$ cat config.mk
export PLATFORM = sky130hd
export DESIGN_NAME = wb_demux
export DESIGN_NICKNAME = d
export VERILOG_FILES = /design/src/rtl/wb_demux.sv
export SDC_FILE = /design/constraint.sdc
export NUM_CORES = 1
export LEC_CHECK = 0
export CAP_MARGIN = 10
export CORE_ASPECT_RATIO = 1.75
export CORE_UTILIZATION = 47
export CTS_BUF_LIST = sky130_fd_sc_hd__clkbuf_16
export CTS_CLUSTER_SIZE = 40
export DETAILED_ROUTE_END_ITERATION = 10
export PLACE_DENSITY = 0.85
export SETUP_SLACK_MARGIN = 0.4
export SYNTH_ARGS = -nofsm -noshare
export SYNTH_HDL_FRONTEND = slang
export SYNTH_SLANG_ARGS = --single-unit
$ cat constraint.sdc
create_clock -name CLK -period 4.75 [get_ports CLK]
set_input_delay 0.475 -clock CLK [delete_from_list [all_inputs] [get_ports CLK]]
set_output_delay 0.475 -clock CLK [all_outputs]
set_load 0.01 [all_outputs]
$ cat src/rtl/wb_demux.sv
// wb_demux: steers one result word per cycle into one of four single-entry
// holding registers. Each register is handed to its consumer over a
// valid/ack handshake. Lane 2 is the flag lane and keeps only bit 0.
module wb_demux #(
    parameter int WIDTH = 8
) (
    input  logic             CLK,
    input  logic             Reset,
    input  logic [WIDTH-1:0] in_data,
    input  logic [1:0]       in_sel,
    input  logic             in_valid,
    output logic             in_ready,
    output logic [WIDTH-1:0] out0,
    output logic [WIDTH-1:0] out1,
    output logic [WIDTH-1:0] out2,
    output logic [WIDTH-1:0] out3,
    output logic [3:0]       out_valid,
    input  logic [3:0]       out_ack,
    output logic [7:0]       acc_count
);

    typedef enum logic {
        EMPTY = 1'b0,
        FULL  = 1'b1
    } lane_state_t;

    lane_state_t      state      [4];
    lane_state_t      state_next [4];
    logic [WIDTH-1:0] data_q     [4];
    logic [3:0]       free;
    logic [3:0]       load;
    logic             accept;
    logic [WIDTH-1:0] flag_word;

    // Lane availability, handshake decode and per-lane load strobes
    always_comb begin
        free      = '0;
        load      = '0;
        for (int unsigned n = 0; n < 4; n++) begin
            free[n[1:0]] = (state[n[1:0]] == EMPTY) | out_ack[n[1:0]];
        end
        in_ready  = free[in_sel];
        accept    = in_valid & in_ready;
        for (int unsigned n = 0; n < 4; n++) begin
            load[n[1:0]] = accept & (in_sel == n[1:0]);
        end
        flag_word = {{(WIDTH-1){1'b0}}, in_data[0]};
    end

    // Next lane state: a write wins over a drain, keeping the lane FULL without a bubble
    always_comb begin
        for (int unsigned n = 0; n < 4; n++) begin
            state_next[n[1:0]] = state[n[1:0]];
            if (load[n[1:0]]) begin
                state_next[n[1:0]] = FULL;
            end else if ((state[n[1:0]] == FULL) && out_ack[n[1:0]]) begin
                state_next[n[1:0]] = EMPTY;
            end
        end
    end

    // Lane state registers
    always_ff @(posedge CLK) begin
        for (int unsigned n = 0; n < 4; n++) begin
            if (Reset) begin
                state[n[1:0]] <= EMPTY;
            end else begin
                state[n[1:0]] <= state_next[n[1:0]];
            end
        end
    end

    // Lane data registers: hold their value across a drain, lane 2 keeps only the LSB
    always_ff @(posedge CLK) begin
        for (int unsigned n = 0; n < 4; n++) begin
            if (Reset) begin
                data_q[n[1:0]] <= '0;
            end else if (load[n[1:0]]) begin
                data_q[n[1:0]] <= (n == 2) ? flag_word : in_data;
            end
        end
    end

    // Accepted-write counter, wraps naturally at 8 bits
    always_ff @(posedge CLK) begin
        if (Reset) begin
            acc_count <= '0;
        end else if (accept) begin
            acc_count <= acc_count + 8'd1;
        end
    end

    // Output decode from lane state and data registers
    always_comb begin
        out_valid = '0;
        for (int unsigned n = 0; n < 4; n++) begin
            out_valid[n[1:0]] = (state[n[1:0]] == FULL);
        end
        out0 = data_q[0];
        out1 = data_q[1];
        out2 = data_q[2];
        out3 = data_q[3];
    end

endmodule

### Word-level counts from Yosys, hierarchy flattened

Memories as Yosys holds them, arrays and structs flattened.
Index checks and enable logic that the tools add are counted.

* register bits after elaboration: 8
* memory bits (writable): 36
* input bits: 17
* output and inout port bits: 45
* word-level logic and storage cells: 67
* memories kept: 2

Memories
* data_q: words 4, width 8, rd ports 4, clocked after memory_dff 0, write ports 4, line 29 `logic [WIDTH-1:0] data_q [4];`
* state: words 4, width 1, rd ports 4, clocked after memory_dff 0, write ports 4, line 27 `lane_state_t state [4];`

* add/subtract/negate cells: 1
* $lt $le $gt $ge: 1
* equal/unequal tests: 3
* muxes and demuxes: 33
* bitwise operators: 21
* reduce and logical (&&, ||, !) cells: 5

Operator list (count)
* 2-to-1 mux 8 bit: 4
* 2-to-1 mux 1 bit: 28
* OR 1 bit: 12
* adder 8 x 1 -> 8 bit (second input constant): 1
* bitwise AND 1 bit: 5
* equality test 2 bit (second input constant): 2
* logical AND 1 bit: 4
* inverter 1 bit: 4
* < comparator 2 x 3 -> 1 bit (second input constant): 1
* binary-select mux 1 bit (select 2 bit): 1
* equality test 2 x 1 -> 1 bit (second input constant): 1
* zero test 2 bit: 1

### Logic depth before layout (Yosys ltp)

An unclocked memory read counts as a cell.

* depth after elaboration: 11
* depth in mapped cells: 6
* gate-level depth less buffers: 5

### Least setup slack after synthesis

Ideal clock, no wire load.

* path type: input-to-reg
* from: in in_valid
* to: mem data_q[0][0] (enable)
* library setup time: 0.375 ns
* arrival time: 1.608 ns
* data required time: 4.375 ns
* slack: 2.767 ns
* stages on the path: 4
* buffers on the path: 1
* cells stage by stage: clkbuf_1 > inv_1 > or3_1 > o21bai_1

RTL lines
* start, declared: line 11 `input logic in_valid,`
* end, declared: line 29

### Worst setup path in the final report

* from: in in_sel[0]
* to: out in_ready

* longest elaborated chain between the ends: 2

RTL lines
* start, declared: line 10 `input logic [1:0] in_sel,`
* binary-select mux 1 bit (select 2 bit): line 42 `in_ready = free[in_sel];`
* 2-to-1 mux 1 bit (not written as such): line 42
* end, declared: line 12 `output logic in_ready,`

Every way passes these cells. The select of a mux whose other input is x is not followed.

==> results.sh <==
export IMPL_outcome="finished, final reports clean"
export IMPL_post_cts_buffers=0
export IMPL_cts_root_buf="clkbuf_16"
export IMPL_stdcell_count=250
export IMPL_drc_errors=0
export IMPL_clockBufferDepth=2
export IMPL_first_pass_iters=4
export IMPL_ys_types=27
export IMPL_die_height_um=80.21
export IMPL_synth_seq_cells=37
export IMPL_path_buf_inv=3
export IMPL_ant_nets=0
export IMPL_cts_resized=0
export IMPL_multiInputGateArea_sq_um=535.5
export IMPL_clock_sink_count=37
export IMPL_gp_congestion=0.8060
export IMPL_static_leakage_power_uw=0.0008197
export IMPL_via_per_inst=5.164
export IMPL_setup_violations=0
export IMPL_grt_ovfl_total=0
export IMPL_start_kind="input port"
export IMPL_yosys_most_used_dff="edfxtp_1"
export IMPL_drive_above_1_share_pct=5.854
export IMPL_core_area_sq_um=3363
export IMPL_dp_cells=242
export IMPL_cts_hold_buf=0
export IMPL_wl_per_cell_um=13.78
export IMPL_timing_hold_worst_class="reg -> reg"
export IMPL_fillers=276
export IMPL_regArea_sq_um=991.0
export IMPL_clock_fmax_mhz=340.0
export IMPL_path_class="in -> out"
export IMPL_grt_pass1_wl_um=4981
export IMPL_areaGrowthSynthToFinish_pct=40.29
export IMPL_crit_path_frequent_cell="clkdlybuf4s50_1"
export IMPL_cts_tree="built"
export IMPL_htreeDepth=2
export IMPL_final_cell_mix="54 x clkdlybuf4s50_1, 29 x nor2_1, 25 x edfxtp_1, 12 x nand2_1, 12 x dfxtp_1"
export IMPL_synth_area_per_cell_sq_um=10.60
export IMPL_antenna_found_initial=0
export IMPL_yosys_area_top_type="edfxtp_1"
export IMPL_final_setup_tns_ps=0
export IMPL_finalHoldViolations=0
export IMPL_cp_max_fo=15
export IMPL_wirelength_um=3445
export IMPL_clk_latency_ps=280
export IMPL_dr_total_vias=1291
export IMPL_dieArea_sq_um=3745
export IMPL_synth_edff_count=25
export IMPL_final_common_cell="clkdlybuf4s50_1"
export IMPL_yosysWarningCount=0
export IMPL_ys_top_cells_by_area="edfxtp_1 46%, dfxtp_1 15%, nor2_1 6.6%, buf_4 5.0%, a21oi_1 3.4%"
export IMPL_finalCritPeriodShare_pct=61.93
export IMPL_yosysSeqAreaShare_pct=60.32
export IMPL_clk_pin_slew_ps=50
export IMPL_finClkSkew_ps=2.147
export IMPL_min_period_ps=2942
export IMPL_path_delay_family="buffers and inverters"
export IMPL_grt_pass1_vias=1153
export IMPL_tightestPinTransition_ps=682.1
export IMPL_fp_dieW_um=46.69
export IMPL_power_density_nw_per_um2=351.2
export IMPL_syn_area_sq_um=1643
export IMPL_maxSlewViolCount=0
export IMPL_row_count=28
export IMPL_rsz0062_at_grt="no"
export IMPL_path_cells="clkdlybuf4s50_1 > mux4_2 > inv_2 > clkdlybuf4s50_1"
export IMPL_initial_core_util_pct=48.85
export IMPL_dpl_hpwl_um=2583
export IMPL_drv_cap=0
export IMPL_port_buffers=54
export IMPL_cts_made_buffers=5
export IMPL_worst_path_max_delay_cell="mux4_2"
export IMPL_grt_max_degree=19
export IMPL_vdd_ir_drop_max_v=0.0003098
export IMPL_max_stage_delay_ps=700
export IMPL_io_pins=62
export IMPL_cp_data_required_time_ps=4280
export IMPL_nets=222
export IMPL_synth_top_area_share_pct=45.70
export IMPL_drt_iter0_drc=27
export IMPL_critPathCaptureType="output port"
export IMPL_max_slew_margin_pct=54.43
export IMPL_synthCells=155
export IMPL_async_flop_share_pct=0
export IMPL_critPathArrivalTime_ps=2470
export IMPL_track_usage_pct=19.52
export IMPL_antenna_cells=0
[synthesized netlist by cell type, types with 3 or more instances]
master and n:
nor2_1 29, edfxtp_1 25, dfxtp_1 12, nand2_1 12
a21oi_1 11, buf_4 11, or3_1 7, nand3_1 6
clkbuf_1 5, nor2b_1 5, o21ai_0 5, nand2b_1 4
inv_1 3
[routing by layer]
metal | up-vias | track usage (%) | wire length [um]
li1 | 619 | - | -
met1 | 583 | 17.53 | 1207
met2 | 74 | 34.86 | 1852
met3 | 15 | 5.169 | 239
met4 | 0 | 13.14 | 146
met5 | - | 0 | 0
[final timing paths]
kind	depth (start not counted)	slack (ps)	from	endpoint
min reg2reg	2	480	state[0]	state[0]
min	2	480	state[0]	state[0]
max reg2reg	4	2820	state[3]	acc_count[6]
max	4	1810	in_sel[0]	in_ready
[layout make-up]
type	count	share of cell area (%)
Clock buffer	5	5.429
Timing Repair Buffer	54	23.45
Inverter	4	0.6515
Sequential cell	37	43.00
Clock inverter	3	1.792
Tap cell	45	2.443
Multi-Input combinational cell	102	23.24
[report_power, final]
group	switching, uW	total, uW	internal (uW)
clock network	121	367	245
logic	39.4	80.1	40.7
registers	5.64	363	357
total	166	809	643
[metrics by stage]
step	cell area, sq um	worst slack (ps)	power (uW)	hold slack, ps	utilization [%]
6_report	2305	1808	809.5	481.5	68.53
2_1_floorplan	1665	2767	411.6	454.0	-
3_5_place_dp	2138	1821	449.2	477.8	63.58
5_1_grt	2305	1745	831.2	518.7	68.53
4_1_cts	2305	1810	812.4	488.3	68.53
3_3_place_gp	2138	1839	447.0	476.2	63.58
[flip-flops by register name, summed over array words and instances (netlist names)]
| register | flops |
|---|---|
| acc_count | 8 |
| state | 4 |
| data_q | 25 |
[worst min-delay path, delay by kind of cell (launching register included)]
| family | cells | cell delay [ps] |
|---|---|---|
| compound gates | 1 | 50 |
| flops | 1 | 310 |
| simple gates | 1 | 70 |
[cells by family after synthesis]
group                    share of synthesized area (%)
AND/OR/NAND/NOR                                  20.41
flip-flops                                       60.32
AO/OA/AOI/OAI                                    7.768
buffers and inverters                            8.454
multiplexers                                     2.056
adder cells (fa/ha/maj)                         0.7615
other                                           0.2283
Power figures use the tool's default switching activity.
